### src/rtl/board_pkg.sv
// Shared types and helpers for the playfield SDRAM sequencer.
//   cmd_op_e  : command opcodes presented on cmd_op
//   state_e   : sequencer FSM states
//   cell_addr : byte address of a board cell (wide; callers narrow to ADDR_W)
package board_pkg;

  typedef enum logic [1:0] {
    OP_MOVE     = 2'd0,
    OP_READ_ROW = 2'd1,
    OP_COPY_ROW = 2'd2,
    OP_RSVD     = 2'd3
  } cmd_op_e;

  typedef enum logic [3:0] {
    IDLE, W_LD, W_REQ, W_DRAIN, R_LD, R_WAIT, R_BURST, C_LD, C_REQ, C_DRAIN, FIN
  } state_e;

  // Two bytes per cell, row-major. Done at 64 bits so nothing is lost before
  // the shift; the low ADDR_W bits equal the result computed at ADDR_W bits.
  function automatic logic [63:0] cell_addr(input logic [63:0] x, input logic [63:0] y,
                                            input logic [63:0] board_w,
                                            input logic [63:0] base_addr);
    return base_addr + ((y * board_w + x) << 1);
  endfunction

endpackage

### src/rtl/board_sdram_seq_if.sv
// FIFO-controller side bus of the playfield sequencer.
//   master : the sequencer (drives load/push/pop strobes, addresses, write data)
//   slave  : the SDRAM FIFO controller (returns occupancies and read data)
interface board_sdram_seq_if #(
  parameter int ADDR_W = 25,
  parameter int DATA_W = 16
);
  logic              write_ld;
  logic              write_req;
  logic [ADDR_W-1:0] writeaddr;
  logic [DATA_W-1:0] writedata;
  logic [15:0]       wr_buffer;
  logic              read_ld;
  logic              read_req;
  logic [ADDR_W-1:0] readaddr;
  logic [DATA_W-1:0] readdata;
  logic [15:0]       rd_buffer;

  modport master (
    output write_ld, write_req, writeaddr, writedata, read_ld, read_req, readaddr,
    input  wr_buffer, readdata, rd_buffer
  );

  modport slave (
    input  write_ld, write_req, writeaddr, writedata, read_ld, read_req, readaddr,
    output wr_buffer, readdata, rd_buffer
  );
endinterface

### src/rtl/board_cell_addr.sv
// Combinational cell-to-SDRAM byte address calculator.
//   x, y : cell coordinates
//   addr : BASE_ADDR + ((y*BOARD_W + x) << 1), ADDR_W bits
module board_cell_addr
  import board_pkg::*;
#(
  parameter int                BOARD_W   = 10,
  parameter int                COORD_W   = 7,
  parameter int                ADDR_W    = 25,
  parameter logic [ADDR_W-1:0] BASE_ADDR = '0
) (
  input  logic [COORD_W-1:0] x,
  input  logic [COORD_W-1:0] y,
  output logic [ADDR_W-1:0]  addr
);
  assign addr = ADDR_W'(cell_addr(64'(x), 64'(y), 64'(BOARD_W), 64'(BASE_ADDR)));
endmodule

### src/rtl/board_sdram_seq.sv
// Playfield access sequencer between game logic and the SDRAM FIFO controller.
// Executes one command at a time: MOVE (erase old cells, paint new cells),
// READ_ROW (burst a row into row_data) or COPY_ROW (read a row, rewrite it
// elsewhere). Off-board cells are skipped; FIFO waits are bounded by TIMEOUT.
//   clk, reset            : clock, asynchronous active-high reset
//   cmd_valid/cmd_ready   : command handshake (ready only in IDLE)
//   cmd_op, pre_*, post_*, piece_color, src_row, dst_row : command operands
//   done, err             : completion pulse, error pulse coincident with done
//   row_data              : last row read
//   fifo                  : FIFO controller bus (master side)
module board_sdram_seq
  import board_pkg::*;
#(
  parameter int                BOARD_W   = 10,
  parameter int                BOARD_H   = 20,
  parameter int                CELLS     = 4,
  parameter int                COORD_W   = 7,
  parameter int                DATA_W    = 16,
  parameter int                ADDR_W    = 25,
  parameter logic [ADDR_W-1:0] BASE_ADDR = '0,
  parameter logic [DATA_W-1:0] BG_COLOR  = DATA_W'(16'h0fff),
  parameter int                TIMEOUT   = 1023
) (
  input  logic                             clk,
  input  logic                             reset,
  input  logic                             cmd_valid,
  output logic                             cmd_ready,
  input  logic [1:0]                       cmd_op,
  input  logic [CELLS-1:0][COORD_W-1:0]    pre_x,
  input  logic [CELLS-1:0][COORD_W-1:0]    pre_y,
  input  logic [CELLS-1:0][COORD_W-1:0]    post_x,
  input  logic [CELLS-1:0][COORD_W-1:0]    post_y,
  input  logic [DATA_W-1:0]                piece_color,
  input  logic [COORD_W-1:0]               src_row,
  input  logic [COORD_W-1:0]               dst_row,
  output logic                             done,
  output logic                             err,
  output logic [BOARD_W-1:0][DATA_W-1:0]   row_data,
  board_sdram_seq_if.master                fifo
);
  // MOVE walks 2*CELLS cells: erase cells 0..CELLS-1, then paint cells CELLS..
  localparam int NC    = 2 * CELLS;
  localparam int IDX_W = (NC > 1) ? $clog2(NC) : 1;
  localparam int BI_W  = (BOARD_W > 1) ? $clog2(BOARD_W) : 1;
  localparam int TMO_W = $clog2(TIMEOUT + 1);

  localparam logic [COORD_W-1:0] W_LIM       = COORD_W'(BOARD_W);
  localparam logic [COORD_W-1:0] H_LIM       = COORD_W'(BOARD_H);
  localparam logic [IDX_W-1:0]   PAINT_START = IDX_W'(CELLS);
  localparam logic [BI_W-1:0]    BI_LAST     = BI_W'(BOARD_W - 1);
  localparam logic [TMO_W-1:0]   TMO_LAST    = TMO_W'(TIMEOUT - 1);
  localparam logic [15:0]        RD_NEED     = 16'(BOARD_W);

  state_e              state, state_nxt;
  cmd_op_e             op_r;
  logic [COORD_W-1:0]  cx_r [NC];
  logic [COORD_W-1:0]  cy_r [NC];
  logic [COORD_W-1:0]  in_x [NC];
  logic [COORD_W-1:0]  in_y [NC];
  logic [DATA_W-1:0]   color_r;
  logic [COORD_W-1:0]  src_r, dst_r;
  logic [IDX_W-1:0]    idx_r, idx_nxt;
  logic [BI_W-1:0]     bi_r, bi_nxt;
  logic [TMO_W-1:0]    tmo_r, tmo_nxt;
  logic                err_r, err_nxt;
  logic                capture;

  logic [NC-1:0]       cell_ok;
  int                  start_i;
  logic                found;
  logic [IDX_W-1:0]    found_idx;
  logic [COORD_W-1:0]  ax, ay;
  logic [ADDR_W-1:0]   addr_calc;

  always_comb begin
    for (int j = 0; j < CELLS; j++) begin
      in_x[j]         = pre_x[j];
      in_y[j]         = pre_y[j];
      in_x[j + CELLS] = post_x[j];
      in_y[j + CELLS] = post_y[j];
    end
  end

  // Next on-board cell at or after start_i. In IDLE the search runs on the
  // live operands so the first W_LD follows acceptance directly; skipped
  // cells therefore cost no cycles at all.
  always_comb begin
    start_i   = (state == IDLE) ? 0 : int'(idx_r) + 1;
    found     = 1'b0;
    found_idx = '0;
    for (int j = 0; j < NC; j++) begin
      cell_ok[j] = (state == IDLE) ? (in_x[j] < W_LIM && in_y[j] < H_LIM)
                                   : (cx_r[j] < W_LIM && cy_r[j] < H_LIM);
    end
    for (int j = NC - 1; j >= 0; j--) begin
      if (j >= start_i && cell_ok[j]) begin
        found     = 1'b1;
        found_idx = IDX_W'(j);
      end
    end
  end

  // One address calculator shared by cell writes and row starts.
  always_comb begin
    case (state)
      R_LD:    begin ax = '0; ay = src_r; end
      C_LD:    begin ax = '0; ay = dst_r; end
      default: begin ax = cx_r[idx_r]; ay = cy_r[idx_r]; end
    endcase
  end

  board_cell_addr #(
    .BOARD_W  (BOARD_W),
    .COORD_W  (COORD_W),
    .ADDR_W   (ADDR_W),
    .BASE_ADDR(BASE_ADDR)
  ) u_addr (
    .x   (ax),
    .y   (ay),
    .addr(addr_calc)
  );

  // NOTE: every variable gets a default before the case so no path leaves it
  // unassigned; otherwise synthesis would infer a latch to hold the old value.
  always_comb begin
    state_nxt = state;
    idx_nxt   = idx_r;
    bi_nxt    = bi_r;
    tmo_nxt   = tmo_r;
    err_nxt   = err_r;
    capture   = 1'b0;
    case (state)
      IDLE: begin
        err_nxt = 1'b0;
        if (cmd_valid) begin
          capture = 1'b1;
          case (cmd_op_e'(cmd_op))
            OP_MOVE: begin
              if (found) begin
                state_nxt = W_LD;
                idx_nxt   = found_idx;
              end else begin
                state_nxt = FIN;
              end
            end
            OP_READ_ROW: begin
              if (src_row >= H_LIM) begin state_nxt = FIN; err_nxt = 1'b1; end
              else state_nxt = R_LD;
            end
            OP_COPY_ROW: begin
              if (src_row >= H_LIM || dst_row >= H_LIM) begin
                state_nxt = FIN;
                err_nxt   = 1'b1;
              end else begin
                state_nxt = R_LD;
              end
            end
            default: begin state_nxt = FIN; err_nxt = 1'b1; end
          endcase
        end
      end
      W_LD:  state_nxt = W_REQ;
      W_REQ: begin state_nxt = W_DRAIN; tmo_nxt = '0; end
      W_DRAIN: begin
        if (fifo.wr_buffer == '0) begin
          if (found) begin state_nxt = W_LD; idx_nxt = found_idx; end
          else state_nxt = FIN;
        end else if (tmo_r == TMO_LAST) begin
          state_nxt = FIN;
          err_nxt   = 1'b1;
        end else begin
          tmo_nxt = tmo_r + 1'b1;
        end
      end
      R_LD: begin state_nxt = R_WAIT; tmo_nxt = '0; end
      R_WAIT: begin
        if (fifo.rd_buffer >= RD_NEED) begin
          state_nxt = R_BURST;
          bi_nxt    = '0;
        end else if (tmo_r == TMO_LAST) begin
          state_nxt = FIN;
          err_nxt   = 1'b1;
        end else begin
          tmo_nxt = tmo_r + 1'b1;
        end
      end
      R_BURST: begin
        if (bi_r == BI_LAST) begin
          bi_nxt    = '0;
          state_nxt = (op_r == OP_COPY_ROW) ? C_LD : FIN;
        end else begin
          bi_nxt = bi_r + 1'b1;
        end
      end
      C_LD: state_nxt = C_REQ;
      C_REQ: begin
        if (bi_r == BI_LAST) begin state_nxt = C_DRAIN; tmo_nxt = '0; end
        else bi_nxt = bi_r + 1'b1;
      end
      C_DRAIN: begin
        if (fifo.wr_buffer == '0) begin
          state_nxt = FIN;
        end else if (tmo_r == TMO_LAST) begin
          state_nxt = FIN;
          err_nxt   = 1'b1;
        end else begin
          tmo_nxt = tmo_r + 1'b1;
        end
      end
      FIN:     state_nxt = IDLE;
      default: state_nxt = IDLE;
    endcase
  end

  // NOTE: sequential state uses non-blocking assignments so every register
  // samples pre-edge values, independent of statement order.
  always_ff @(posedge clk or posedge reset) begin
    if (reset) begin
      state    <= IDLE;
      op_r     <= OP_MOVE;
      cx_r     <= '{default: '0};
      cy_r     <= '{default: '0};
      color_r  <= '0;
      src_r    <= '0;
      dst_r    <= '0;
      idx_r    <= '0;
      bi_r     <= '0;
      tmo_r    <= '0;
      err_r    <= 1'b0;
      // NOTE: row_data is a visible output with a defined reset value, so this
      // storage is reset even though it is overwritten before any use.
      row_data <= '0;
    end else begin
      state <= state_nxt;
      idx_r <= idx_nxt;
      bi_r  <= bi_nxt;
      tmo_r <= tmo_nxt;
      err_r <= err_nxt;
      if (capture) begin
        op_r    <= cmd_op_e'(cmd_op);
        cx_r    <= in_x;
        cy_r    <= in_y;
        color_r <= piece_color;
        src_r   <= src_row;
        dst_r   <= dst_row;
      end
      // Show-ahead FIFO: the word on readdata is the one popped this cycle.
      if (state == R_BURST) row_data[bi_r] <= fifo.readdata;
    end
  end

  // Moore outputs; addresses and data are forced to zero outside their
  // strobe states so the bus is quiet whenever nothing is being transferred.
  assign cmd_ready      = (state == IDLE);
  assign done           = (state == FIN);
  assign err            = (state == FIN) && err_r;
  assign fifo.write_ld  = (state == W_LD) || (state == C_LD);
  assign fifo.write_req = (state == W_REQ) || (state == C_REQ);
  assign fifo.writeaddr = fifo.write_ld ? addr_calc : '0;
  assign fifo.writedata = (state == W_REQ) ? ((idx_r < PAINT_START) ? BG_COLOR : color_r)
                        : (state == C_REQ) ? row_data[bi_r] : '0;
  assign fifo.read_ld   = (state == R_LD);
  assign fifo.read_req  = (state == R_BURST);
  assign fifo.readaddr  = fifo.read_ld ? addr_calc : '0;

endmodule

### src/flat_wrapper.sv
// flat-port wrapper written by rule: the top's interface ports become plain ports
module board_sdram_seq_flat import board_pkg::*;
#(
  parameter int                BOARD_W   = 10,
  parameter int                BOARD_H   = 20,
  parameter int                CELLS     = 4,
  parameter int                COORD_W   = 7,
  parameter int                DATA_W    = 16,
  parameter int                ADDR_W    = 25,
  parameter logic [ADDR_W-1:0] BASE_ADDR = '0,
  parameter logic [DATA_W-1:0] BG_COLOR  = DATA_W'(16'h0fff),
  parameter int                TIMEOUT   = 1023
)
  (clk, reset, cmd_valid, cmd_ready, cmd_op, pre_x, pre_y, post_x, post_y, piece_color, src_row, dst_row, done, err, row_data, fifo_write_ld, fifo_write_req, fifo_writeaddr, fifo_writedata, fifo_read_ld, fifo_read_req, fifo_readaddr, fifo_wr_buffer, fifo_readdata, fifo_rd_buffer);
  board_sdram_seq_if #(.ADDR_W(ADDR_W), .DATA_W(DATA_W)) fifo_i ();
  input  logic clk;
  input  logic reset;
  input  logic cmd_valid;
  output logic cmd_ready;
  input  logic [1:0] cmd_op;
  input  logic [CELLS-1:0][COORD_W-1:0] pre_x;
  input  logic [CELLS-1:0][COORD_W-1:0] pre_y;
  input  logic [CELLS-1:0][COORD_W-1:0] post_x;
  input  logic [CELLS-1:0][COORD_W-1:0] post_y;
  input  logic [DATA_W-1:0] piece_color;
  input  logic [COORD_W-1:0] src_row;
  input  logic [COORD_W-1:0] dst_row;
  output logic done;
  output logic err;
  output logic [BOARD_W-1:0][DATA_W-1:0] row_data;
  output wire logic [$bits(fifo_i.write_ld)-1:0] fifo_write_ld;
  output wire logic [$bits(fifo_i.write_req)-1:0] fifo_write_req;
  output wire logic [$bits(fifo_i.writeaddr)-1:0] fifo_writeaddr;
  output wire logic [$bits(fifo_i.writedata)-1:0] fifo_writedata;
  output wire logic [$bits(fifo_i.read_ld)-1:0] fifo_read_ld;
  output wire logic [$bits(fifo_i.read_req)-1:0] fifo_read_req;
  output wire logic [$bits(fifo_i.readaddr)-1:0] fifo_readaddr;
  input wire logic [$bits(fifo_i.wr_buffer)-1:0] fifo_wr_buffer;
  input wire logic [$bits(fifo_i.readdata)-1:0] fifo_readdata;
  input wire logic [$bits(fifo_i.rd_buffer)-1:0] fifo_rd_buffer;
  assign fifo_write_ld = fifo_i.write_ld;
  assign fifo_write_req = fifo_i.write_req;
  assign fifo_writeaddr = fifo_i.writeaddr;
  assign fifo_writedata = fifo_i.writedata;
  assign fifo_read_ld = fifo_i.read_ld;
  assign fifo_read_req = fifo_i.read_req;
  assign fifo_readaddr = fifo_i.readaddr;
  assign fifo_i.wr_buffer = fifo_wr_buffer;
  assign fifo_i.readdata = fifo_readdata;
  assign fifo_i.rd_buffer = fifo_rd_buffer;
  board_sdram_seq #(.BOARD_W(BOARD_W), .BOARD_H(BOARD_H), .CELLS(CELLS), .COORD_W(COORD_W), .DATA_W(DATA_W), .ADDR_W(ADDR_W), .BASE_ADDR(BASE_ADDR), .BG_COLOR(BG_COLOR), .TIMEOUT(TIMEOUT)) u_core (.clk(clk), .reset(reset), .cmd_valid(cmd_valid), .cmd_ready(cmd_ready), .cmd_op(cmd_op), .pre_x(pre_x), .pre_y(pre_y), .post_x(post_x), .post_y(post_y), .piece_color(piece_color), .src_row(src_row), .dst_row(dst_row), .done(done), .err(err), .row_data(row_data), .fifo(fifo_i));
endmodule
### config.mk
export PLATFORM = sky130hd
export DESIGN_NAME = board_sdram_seq_flat
export DESIGN_NICKNAME = d
export VERILOG_FILES = /design/src/rtl/board_pkg.sv /design/src/rtl/board_sdram_seq_if.sv /design/src/rtl/board_cell_addr.sv /design/src/rtl/board_sdram_seq.sv /design/src/flat_wrapper.sv
export SDC_FILE = /design/constraint.sdc
export NUM_CORES = 1
export LEC_CHECK = 0
export CORE_ASPECT_RATIO = 0.9
export CORE_MARGIN = 4
export CORE_UTILIZATION = 31
export DETAILED_ROUTE_END_ITERATION = 6
export PLACE_DENSITY_LB_ADDON = 0.12
export SLEW_MARGIN = 10
export SYNTH_ARGS = -nofsm -noshare
export SYNTH_HDL_FRONTEND = slang
export SYNTH_HIERARCHICAL = 1
export SYNTH_SLANG_ARGS = --single-unit
### constraint.sdc
create_clock -name clk -period 13.4 [get_ports clk]
set_clock_uncertainty 0.05 [all_clocks]
set_input_delay 2.01 -clock clk [delete_from_list [all_inputs] [get_ports clk]]
set_output_delay 2.01 -clock clk [all_outputs]
set_load 0.01 [all_outputs]
# ---- Yosys cells after proc, flatten, opt, wreduce, memory -nomap -nowiden
# Index checks and enable logic that the tools add are counted.
dict set report word_totals {
  register_bits 326
  in_bits 195
  out_inout_bits 233
}
dict set report op_classes {
  addsub 4
  bitwise_logic 1
  order_cmp 47
  mux 80
  n_reduce_logical 44
  n_mul 1
  n_eq_ne 24
}
# op count
set op_table {}
lappend op_table {{bitwise mux 160 bit} 1}
lappend op_table {{greater-or-equal comparator 4 x 32 -> 1 bit, first input constant} 4}
lappend op_table {{< comparator 7 x 4 -> 1 bit, second input constant} 16}
lappend op_table {{< comparator 7 x 5 -> 1 bit, second input constant} 16}
lappend op_table {{two-way mux 16 bit} 5}
lappend op_table {{binary-select mux 16 bit (select 4 bit)} 1}
lappend op_table {{demux 16 bit (select 4 bit)} 1}
lappend op_table {{greater-or-equal comparator 3 x 32 -> 1 bit, first input constant} 2}
lappend op_table {{two-way mux 4 bit} 14}
lappend op_table {{binary-select mux 7 bit (select 3 bit)} 2}
lappend op_table {{two-way mux 10 bit} 4}
lappend op_table {{case mux 10 bit (4 select lines)} 1}
lappend op_table {{case mux 4 bit (10 select lines)} 1}
lappend op_table {{two-way mux 3 bit} 12}
lappend op_table {{two-way mux 7 bit} 5}
lappend op_table {{greater-or-equal comparator 1 x 32 -> 1 bit, first input constant} 1}
lappend op_table {{greater-or-equal comparator 2 x 32 -> 1 bit, first input constant} 1}
lappend op_table {{two-way mux 32 bit} 1}
lappend op_table {{logical AND 1 bit} 26}
lappend op_table {{two-way mux 13 bit} 2}
lappend op_table {{two-way mux 1 bit} 24}
lappend op_table {{case mux 4 bit (3 select lines)} 2}
lappend op_table {{== test 4 x 3 -> 1 bit, second input constant} 4}
lappend op_table {{== test 4 bit, second input constant} 4}
lappend op_table {{other kinds (32)} 51}

# ---- Logic depth before layout (Yosys ltp)
# Gate-level depths: netlist of the first run.
dict set report depth {
  ltp_word 16
  depth_mapped 17
}

# ---- Hierarchy
# The synthesis of the first run kept the hierarchy.
# mod instances area_per_inst_um2 seq_area_each_um2 cells_each
set by_module_without_submodules {}
lappend by_module_without_submodules {board_sdram_seq 1 16295.6 8157.8 1267}
lappend by_module_without_submodules {board_cell_addr 1 663.1 0.0 81}

# ---- Worst setup path before layout of the first run
# OpenSTA, ideal clock, no wires.
dict set report synth_timing {
  kind {reg-to-output}
  start {register u_core.idx_r[1]}
  end {output fifo_readaddr[10]}
  slack_ps 7357
  required_ps 11340
  t_arrival_ps 3983
  stages_incl_launch_ff 16
  path_cell_list {dfrtp_1 -> buf_1 -> clkbuf_1 -> mux4_2 -> mux2i_1 -> o21ai_0 -> ha_1 -> ha_1 -> fa_1 -> ha_1 -> o21a_1 -> o31a_1 -> o21ai_1 -> a211oi_1 -> xnor2_1 -> and3_1}
}
dict set report synth_between {
  elab_chain_len 8
  word_cells_on_any_way 12
  classes_between {add/sub (1); mul (1); mux (9); bitwise (1)}
}
# element line
set synth_lines {}
lappend synth_lines {{from (decl)} board_sdram_seq.sv:62} ;# logic [IDX_W-1:0] idx_r, idx_nxt;
lappend synth_lines {{from (signal assigned)} board_sdram_seq.sv:235} ;# idx_r <= idx_nxt;
lappend synth_lines {{NOT 3 -> 4 bit (not written as such)} board_sdram_seq.sv:108} ;# default: begin ax = cx_r[idx_r]; ay = cy_r[idx_r]; end
lappend synth_lines {{binary-select mux 7 bit (select 3 bit)} board_sdram_seq.sv:108}
lappend synth_lines {{two-way mux 7 bit (not written as such) (2 in a row)} board_sdram_seq.sv:108}
lappend synth_lines {{case mux 7 bit (2 select lines)} board_sdram_seq.sv:105} ;# case (state)
lappend synth_lines {{net u_core.ay[1]} board_sdram_seq.sv:72} ;# logic [COORD_W-1:0] ax, ay;
lappend synth_lines {{multiplier 7 x 3 -> 10 bit} board_pkg.sv:23} ;# return base_addr + ((y * board_w + x) << 1);
lappend synth_lines {{adder 11 x 7 -> 12 bit} board_pkg.sv:23}
lappend synth_lines {{net u_core.addr_calc[10]} board_sdram_seq.sv:73} ;# logic [ADDR_W-1:0] addr_calc;
lappend synth_lines {{two-way mux 13 bit} board_sdram_seq.sv:264} ;# assign fifo.readaddr = fifo.read_ld ? addr_calc : '0;
lappend synth_lines {{to (decl)} flat_wrapper.sv:37} ;# output wire logic [$bits(fifo_i.readaddr)-1:0] fifo_readaddr;
# The timed path passes the listed nets, and every way through them passes these cells. The select of a mux whose other input is x is not followed.

# ---- Worst setup path in the final report of the first run
dict set report layout_timing {
  start {register u_core.idx_r[0]}
  end {output fifo_readaddr[11]}
}
# Same word-level chain as after synthesis.

==> out/results.env, run 1 <==
CTS-BUFFERS-INSERTED=40
FIRST_GLOBAL_VIAS=13300
WORST_EP_REQUIRED_TIME_PS=11340
ROW_COUNT=81
FINAL_REPLACE_WEIGHTED_CONGESTION=0.847
WIRE_PER_INST_UM=24.2
YS_TOP_CELLS_BY_AREA='sky130_fd_sc_hd__dfrtp_1, sky130_fd_sc_hd__mux2_2, sky130_fd_sc_hd__mux4_2'
DRT_WL_TOTAL_MM=59.2
PRECTSSETUPSLACK_PS=6110
POST_CTS.REPAIR.SETUP_BUFFERS=0
DIE_WIDTH_UM=255
FINALSETUPVIOLATIONS=0
GRT_MOST_USED_LAYER='met2'
SYNTH_SEQ_CELLS=326
BIGGEST_AREA_CONSUMER_AMONG_SYNTHESIZED_CELLS='sky130_fd_sc_hd__dfrtp_1'
GRT_START_MAX_NET_PINS=101
WHS_PATH_DEPTH=1
FINALCRITPERIODSHARE_PCT=58.4
WORST_EP_ARRIVAL_TIME_PS=5770
FRACTION_OF_FINAL_LAYOUT_CELLS_SIZED_BEYOND_DRIVE_STRENGTH_1_PCT=27.9
ANTENNA_FOUND_INITIAL=3
MAX_SLEW.WORST_PIN.SLEW_PS=1260
POSTCTSRESIZEDCELLS=0
GRT_UTIL_ALL_LAYERS_PCT=19.7
NETS=1933
RUN_STATUS='completed'
HOLD_VIOL_FINAL=0
POSTSYNTH.ASYNCRESETSHARE_PCT=100
AREA.GROWTH.SYNTH_TO_FINAL_PCT=34.6
IO_BUFFER_COUNT=398
SYN-CELL-AREA_UM2=17000
POST_SYNTH_INST_COUNT=1348
CTS_BUFFER_DEPTH=3
COUNT_OF_FLIP_FLOPS_WITH_A_BUILT_IN_ENABLE_AFTER_SYNTHESIS=0
INITIAL_UTILIZATION_PCT=31.3
IO-PIN-COUNT=428
FINAL_ANTENNA_NET_COUNT=0
ROUTED_VIA_DENSITY=5.14
CLK-INSERTION-DELAY-LATE_PS=560
CTS.HOLD.BUFFERS_ADDED=0
FINAL_COUNT_OF_PINS_VIOLATING_MAX_SLEW=0
PLACE_HPWL_MM=43.4
TIMING.SLEW.HEADROOM_PCT=15.8
CTS_MAX_LEVEL=2
DIE_H_UM=230
OVERFLOW=0
TOTAL_LEAKAGE_POWER_nW=9.21
WORST_HOLD_PATH_TYPE='reg2reg'
MAXIMUM_RESISTIVE_DROP_ON_VDD_uV=189
CTS_TREE='yes'
FIRST_ITER_VIOLATIONS=771
GLOBAL_ROUTE.USAGE.MET3_PCT=3.94
ROUTED-VIA-COUNT=12600
SYNTH_SEQ_AREA_SHARE_PCT=48.1
CTSROOTBUFFERMASTER='sky130_fd_sc_hd__clkbuf_16'
GRT_FIRST_PASS_WIRELENGTH_MM=87.2
YOSYS.CELL_TYPES.COUNT=70
PATH_CLK_SLEW_PS=60
REG2REG_DEPTH=4
COREAREA_UM2=54200
MET1_USAGE_PCT=26.3
DRT-PASS1-ITER-COUNT=5
ROUTE.DETAILED.DRC=0
SYNTH-WARNING-COUNT=6
FINAL.SETUP.WORST_SLACK_PS=5570
CLOCK-SINKS=326
WORST_SETUP_PATH_START_KIND='flop'
UNREPAIRED_SETUP_ENDPOINTS_AFTER_GLOBAL_ROUTING='no'
SYN_AREA_PER_CELL_UM2=12.6
GLOBAL_ROUTE.USAGE.MET2_PCT=33.2
FMAX_MHz=128
YOSYSTOPAREACELLSHARE_PCT=48.1
TIMING.CRITICAL_PATH.TO_TYPE='output pin'
DIEAREA_UM2=58500
YS.FLOP_TYPE='sky130_fd_sc_hd__dfrtp_1'
WORSTSETUPPATHTYPE='reg2out'
MIN_PERIOD_PS=7830
WORST-PATH-MAX-FANOUT=35
POWER.DENSITY_nW_PER_UM2=259
SETUP-TNS-FINAL_PS=0
CAP_VIOLATIONS=0
Yosys cell counts (all sizes together), types with 3 or more instances:
| library cell | instances |
|---|---|
| dfrtp | 326 |
| mux2 | 321 |
| o21ai | 89 |
| buf | 62 |
| mux4 | 60 |
| nand2 | 58 |
| nor2 | 49 |
| clkbuf | 45 |
| and3 | 31 |
| and2 | 29 |
| a22oi | 26 |
| a21oi | 23 |
| ha | 23 |
| nor3 | 22 |
| inv | 14 |
| nand3 | 14 |
| a2bb2oi | 13 |
| nand4 | 13 |
| nor4 | 12 |
| or4 | 11 |
| xor2 | 11 |
| nor2b | 9 |
| xnor2 | 9 |
| mux2i | 8 |
| a211oi | 7 |
| nand2b | 5 |
| a31oi | 4 |
| a32o | 4 |
| o21a | 4 |
| o22ai | 4 |
| or2 | 4 |
| a21o | 3 |
| and4 | 3 |
| nor3b | 3 |
final cells by class:
class / instances / area (um2)
sequential: 326 / 8160
clock buffer: 61 / 1160
fill: 5130 / 31400
inverter: 16 / 72.6
clock inverter: 11 / 113
timing repair buffer: 417 / 4130
antenna: 1 / 2.50
tap: 705 / 882
multi-input combinational: 912 / 8310
kinds of logic (layout without fill, tap and decap cells):
| kind of cell | count (synthesis) | after routing | synth area share [%] |
|---|---|---|---|
| mux | 389 | 389 | 29.8 |
| flops | 326 | 326 | 48.1 |
| simple gates | 271 | 271 | 8.48 |
| compound gates | 193 | 193 | 7.35 |
| buf+inv | 123 | 505 | 3.28 |
| fa+ha+maj | 25 | 25 | 1.93 |
| xor+xnor | 20 | 20 | 1.08 |
| other cells | 1 | 15 | 0.0221 |
state kept, by name, indices dropped and copies added (netlist names), 2 cells and up:
signal	flops
u_core/src_r	7
u_core/idx_r	3
u_core/color_r	16
u_core/row_data	160
u_core/cx_r	56
u_core/op_r	2
u_core/state	4
u_core/cy_r	56
u_core/dst_r	7
u_core/tmo_r	10
u_core/bi_r	4
critical path, cell delays in order, from the launching register on:
cell and delay, ps:
sky130_fd_sc_hd__dfrtp_2 330, sky130_fd_sc_hd__buf_4 500, sky130_fd_sc_hd__mux4_2 570, sky130_fd_sc_hd__mux2i_1 480, sky130_fd_sc_hd__o21ai_0 300, sky130_fd_sc_hd__ha_1 360
sky130_fd_sc_hd__ha_1 240, sky130_fd_sc_hd__fa_1 410, sky130_fd_sc_hd__xor2_1 160, sky130_fd_sc_hd__ha_1 310, sky130_fd_sc_hd__o21a_1 150, sky130_fd_sc_hd__a21oi_1 80
sky130_fd_sc_hd__o41ai_1 520, sky130_fd_sc_hd__and3_1 230, sky130_fd_sc_hd__clkdlybuf4s50_1 530
final timing paths:
| check | startpoint | endpoint | slack (ps) |
|---|---|---|---|
| setup / recovery | u_core/idx_r[0] | fifo_readaddr[11] | 5570 |
| hold / removal | u_core/color_r[4] | u_core/color_r[4] | 450 |
| setup reg to reg | u_core/bi_r[2] | u_core/row_data[77] | 9260 |
| hold reg to reg | u_core/color_r[4] | u_core/color_r[4] | 450 |
| max in group asynchronous | reset | u_core/idx_r[0] | 8970 |
| min in group asynchronous | reset | u_core/color_r[15] | 1950 |
layer usage:
layer,wire (um),up-vias
met5,10,-
met4,1140,2
met3,3330,67
met2,28900,335
met1,25800,6484
li1,-,5709
where the power goes:
| part | switching, W | leakage [nW] | total [W] | internal, W |
|---|---|---|---|---|
| sequential | 0.000363 | 3.89 | 0.00177 | 0.00140 |
| clock | 0.000435 | 0.628 | 0.00105 | 0.000619 |
| combinational | 0.00149 | 4.70 | 0.00310 | 0.00161 |
| total | 0.00229 | 9.21 | 0.00592 | 0.00363 |
stage by stage:
step / std cells / cell area (um2) / hold slack (ps) / util (%) / total power [W]
finish: 2449 / 22800 / 449 / 42.1 / 0.00592
detailed placement: 2376 / 21600 / 440 / 39.8 / 0.00489
CTS: 2448 / 22800 / 454 / 42.1 / 0.00599
floorplan: 1361 / 17000 / 414 / - / 0.00364
global route: 2449 / 22800 / 463 / 42.1 / 0.00632
global placement: 2376 / 21600 / 430 / 39.8 / 0.00486
cells in the final DEF, fill, tap and decap left out, types with 13 or more instances in the layout:
master and count:
sky130_fd_sc_hd__clkbuf_1 13, sky130_fd_sc_hd__nand3_1 14, sky130_fd_sc_hd__o21ai_0 84, sky130_fd_sc_hd__mux4_2 60, sky130_fd_sc_hd__a21oi_1 21, sky130_fd_sc_hd__a2bb2oi_1 13, sky130_fd_sc_hd__and3_1 31, sky130_fd_sc_hd__mux2_2 321
sky130_fd_sc_hd__buf_4 19, sky130_fd_sc_hd__nor3_1 19, sky130_fd_sc_hd__nand2_1 57, sky130_fd_sc_hd__clkbuf_16 40, sky130_fd_sc_hd__nand4_1 13, sky130_fd_sc_hd__conb_1 14, sky130_fd_sc_hd__ha_1 23, sky130_fd_sc_hd__and2_1 28
sky130_fd_sc_hd__nor2_1 46, sky130_fd_sc_hd__clkdlybuf4s50_1 398, sky130_fd_sc_hd__a22oi_1 26, sky130_fd_sc_hd__dfrtp_1 323
(Power assumes the default switching activity.)
==> run 2, diff against run 1 <==
==> constraint.sdc (replaced) <==
create_clock -name clk -period 6.3 [get_ports clk]
set_clock_uncertainty 0.05 [all_clocks]
set_input_delay 0.945 -clock clk [delete_from_list [all_inputs] [get_ports clk]]
set_output_delay 0.945 -clock clk [all_outputs]
set_load 0.01 [all_outputs]
==> run 2 against run 1 <==
Via count up 2.0%. First-iteration DRC count down 11%. Clock power up 120%.
==> out/results.env, run 2 (same netlist as run 1, synthesis figures left out) <==
POWER.DENSITY_nW_PER_UM2=553
FINALSETUPVIOLATIONS=0
SWITCHING_POWER_W=0.00493
MOST-COMMON-LAYOUT-CELLS='sky130_fd_sc_hd__clkdlybuf4s50_1, sky130_fd_sc_hd__dfrtp_1, sky130_fd_sc_hd__mux2_2'
SWITCHING_SHARE_PCT=38.6
FINAL_ANTENNA_NET_COUNT=0
DIEAREA_UM2=58500
AREA.GROWTH.SYNTH_TO_FINAL_PCT=36.0
MULTI_INPUT_COMB_AREA_UM2=8350
FIRST_GLOBAL_VIAS=13400
CLOCK-SINKS=326
P_INT_W=0.00783
UNREPAIRED_SETUP_ENDPOINTS_AFTER_GLOBAL_ROUTING='no'
WORST_SETUP_PATH_START_KIND='flop'
WORST_HOLD_PATH_TYPE='reg2reg'
INITIAL_UTILIZATION_PCT=31.3
FMAX_MHz=165
REG2REG_DEPTH=6
COREAREA_UM2=54200
SETUP-TNS-FINAL_PS=0
CTS_MAX_LEVEL=2
ROW_COUNT=81
R2R_SETUP_SLACK_PS=2880
IO-PIN-COUNT=428
PATH_CLK_SLEW_PS=60
DIE_WIDTH_UM=255
PWR-SHARE-SEQ_PCT=29.1
HOLDPATHEND='u_core/op_r[0]'
FINALCRITPERIODSHARE_PCT=95.9
MAX_SLEW.WORST_PIN.SLEW_PS=1120
CTSROOTBUFFERMASTER='sky130_fd_sc_hd__clkbuf_16'
FINAL_COUNT_OF_PINS_VIOLATING_MAX_SLEW=0
OVERFLOW=0
TOTAL_POWER_CONSUMPTION_OF_THE_ROUTED_DESIGN_W=0.0128
MOST_FLOPS_REGISTER='u_core/row_data'
POWER.COMBINATIONAL.FRACTION_PCT=53.1
WORSTSETUPPATHTYPE='reg2out'
GRT_FIRST_PASS_WIRELENGTH_MM=87.4
CTS-BUFFERS-INSERTED=41
FIRST_ITER_VIOLATIONS=687
REG2REG_TO='u_core/cx_r[28]'
FINAL_COMMON_CELL='sky130_fd_sc_hd__clkdlybuf4s50_1'
ANTENNA_FOUND_INITIAL=2
MAXIMUM_RESISTIVE_DROP_ON_VDD_uV=350
WORST-PATH-MAX-FANOUT=8
WHS_PATH_DEPTH=1
CTS_BUFFER_DEPTH=3
REGAREA_UM2=8160
HOLD_START='u_core/op_r[0]'
CAP_VIOLATIONS=0
CP_NUM_BUF_INV=2
POWER_SHARE_OF_THE_CLOCK_GROUP_PCT=17.7
CLK-INSERTION-DELAY-LATE_PS=570
RUN_STATUS='completed'
GRT_UTIL_ALL_LAYERS_PCT=19.7
IO_BUFFER_COUNT=398
TIMING.SLEW.HEADROOM_PCT=24.9
FINAL_REPLACE_WEIGHTED_CONGESTION=0.835
WORST_EP_ARRIVAL_TIME_PS=5050
ROUTE.DETAILED.DRC=0
WORST_EP_REQUIRED_TIME_PS=5300
TOTAL_LEAKAGE_POWER_nW=9.33
TIMING.CRITICAL_PATH.MODE_CELL='sky130_fd_sc_hd__ha_1'
TIMING.CRITICAL_PATH.CELLS='buf_4 > mux4_2 > mux2i_4 > o21ai_0 > ha_1 > ha_1 > fa_1 > ha_1 > o21a_1 > o31a_1 > o21ai_1 > a211oi_1 > xnor2_1 > and3_1 > clkdlybuf4s50_1'
ROUTED_VIA_DENSITY=5.21
DRT_WL_TOTAL_MM=59.1
ROUTED-VIA-COUNT=12800
GRT_START_MAX_NET_PINS=149
NETS=1947
R2R-START='u_core/state[0]'
FRACTION_OF_FINAL_LAYOUT_CELLS_SIZED_BEYOND_DRIVE_STRENGTH_1_PCT=29.1
TIMING.CRITICAL_PATH.TO_TYPE='output pin'
PLACE_HPWL_MM=44.0
WORST_HOLD_MARGIN_PS=446
WIRE_PER_INST_UM=24.0
MIN_PERIOD_PS=6040
HOLD_VIOL_FINAL=0
DIE_H_UM=230
CP_SLOWEST_CELL='sky130_fd_sc_hd__mux4_2'
TIMING.CRITICAL_PATH.MAX_DELAY_FAMILY='adder cells'
CRITICAL-PATH-MAX-STAGE-DELAY_PS=530
BIGGEST_REGS='u_core/row_data x160, u_core/cx_r x56, u_core/cy_r x56'
CTS.HOLD.BUFFERS_ADDED=0
CTS_TREE='yes'
DRT-PASS1-ITER-COUNT=5
LARGEST_REG_FLOPS=160
FILL_CELLS=5088
==> run 2: changes by cell type in the layout (fill, tap and decap cells not counted), moves of 3 or more <==
| cell | change |
|---|---|
| sky130_fd_sc_hd__clkbuf_8 | +3 |
| sky130_fd_sc_hd__buf_12 | +4 |
| sky130_fd_sc_hd__mux2i_1 | -3 |
| sky130_fd_sc_hd__buf_4 | +8 |
| sky130_fd_sc_hd__clkinv_2 | +3 |
| sky130_fd_sc_hd__clkbuf_1 | -6 |
==> run 2: how the worst max path moves through the flow <==
stage | from | to | slack, ps | cells after the start
finish | u_core/idx_r[0] | fifo_readaddr[10] | 260 | 15
global route | u_core/idx_r[0] | fifo_readaddr[10] | 10 | 14
CTS | u_core/idx_r[1] | fifo_readaddr[10] | 20 | 15
detailed placement | u_core/idx_r[1] | fifo_readaddr[11] | 510 | 13
global placement | u_core/idx_r[1] | fifo_readaddr[11] | 570 | 13
floorplan | reset | u_core/bi_r[0] | 950 | 1
==> run 2: area by class of cell <==
cell class | count | area share (%)
multi-input cells | 912 | 36.2
well taps | 705 | 3.82
inverters | 16 | 0.298
diodes | 2 | 0.0217
clock inverters | 13 | 0.450
clock buffers | 59 | 5.22
repair buffers | 430 | 18.6
flip-flops and latches | 326 | 35.4
==> run 2: metal layers <==
metal	track usage, %	vias up	wire, um
met2	32.7	372	28700
met5	0	-	13
li1	-	5750	-
met4	5.30	2	1370
met1	26.5	6637	25500
met3	3.98	82	3520
==> run 2: power by group through the flow <==
stage	registers (W)	logic, W	clock network [W]
6_report	0.00372	0.00678	0.00226
5_1_grt	0.00384	0.00738	0.00243
3_3_place_gp	0.00371	0.00667	0
2_1_floorplan	0.00363	0.00410	0
3_5_place_dp	0.00375	0.00670	0
4_1_cts	0.00371	0.00678	0.00235
==> run 2: per-stage QoR <==
stage / util, % / instance area, um2 / instances / setup slack, ps
finish: 42.5 / 23100 / 2463 / 257
global route: 42.5 / 23100 / 2462 / 10.1
CTS: 42.4 / 23000 / 2456 / 21.4
detailed placement: 39.9 / 21700 / 2384 / 515
global placement: 39.9 / 21700 / 2384 / 568
floorplan: - / 17000 / 1361 / 954
==> run 2: what timing repair did <==
action / 4_1_cts / 5_1_grt
setup buffers: 0 / 4
hold endpoints to repair: 0 / 0
pin swaps: 0 / 0
resized for setup: 2 / 7
setup endpoints to repair: 4 / 8
cloned: 0 / 1
==> run 3, diff against run 2 <==
--- a/config.mk
+++ b/config.mk
@@ -10,6 +10,7 @@
 export CORE_UTILIZATION = 31
 export DETAILED_ROUTE_END_ITERATION = 6
 export PLACE_DENSITY_LB_ADDON = 0.12
+export SKIP_LAST_GASP = 1
 export SLEW_MARGIN = 10
 export SYNTH_ARGS = -nofsm -noshare
 export SYNTH_HDL_FRONTEND = slang
==> results of run 3 <==
Same layout as run 2: the final DEF is identical, and so are final timing and power.
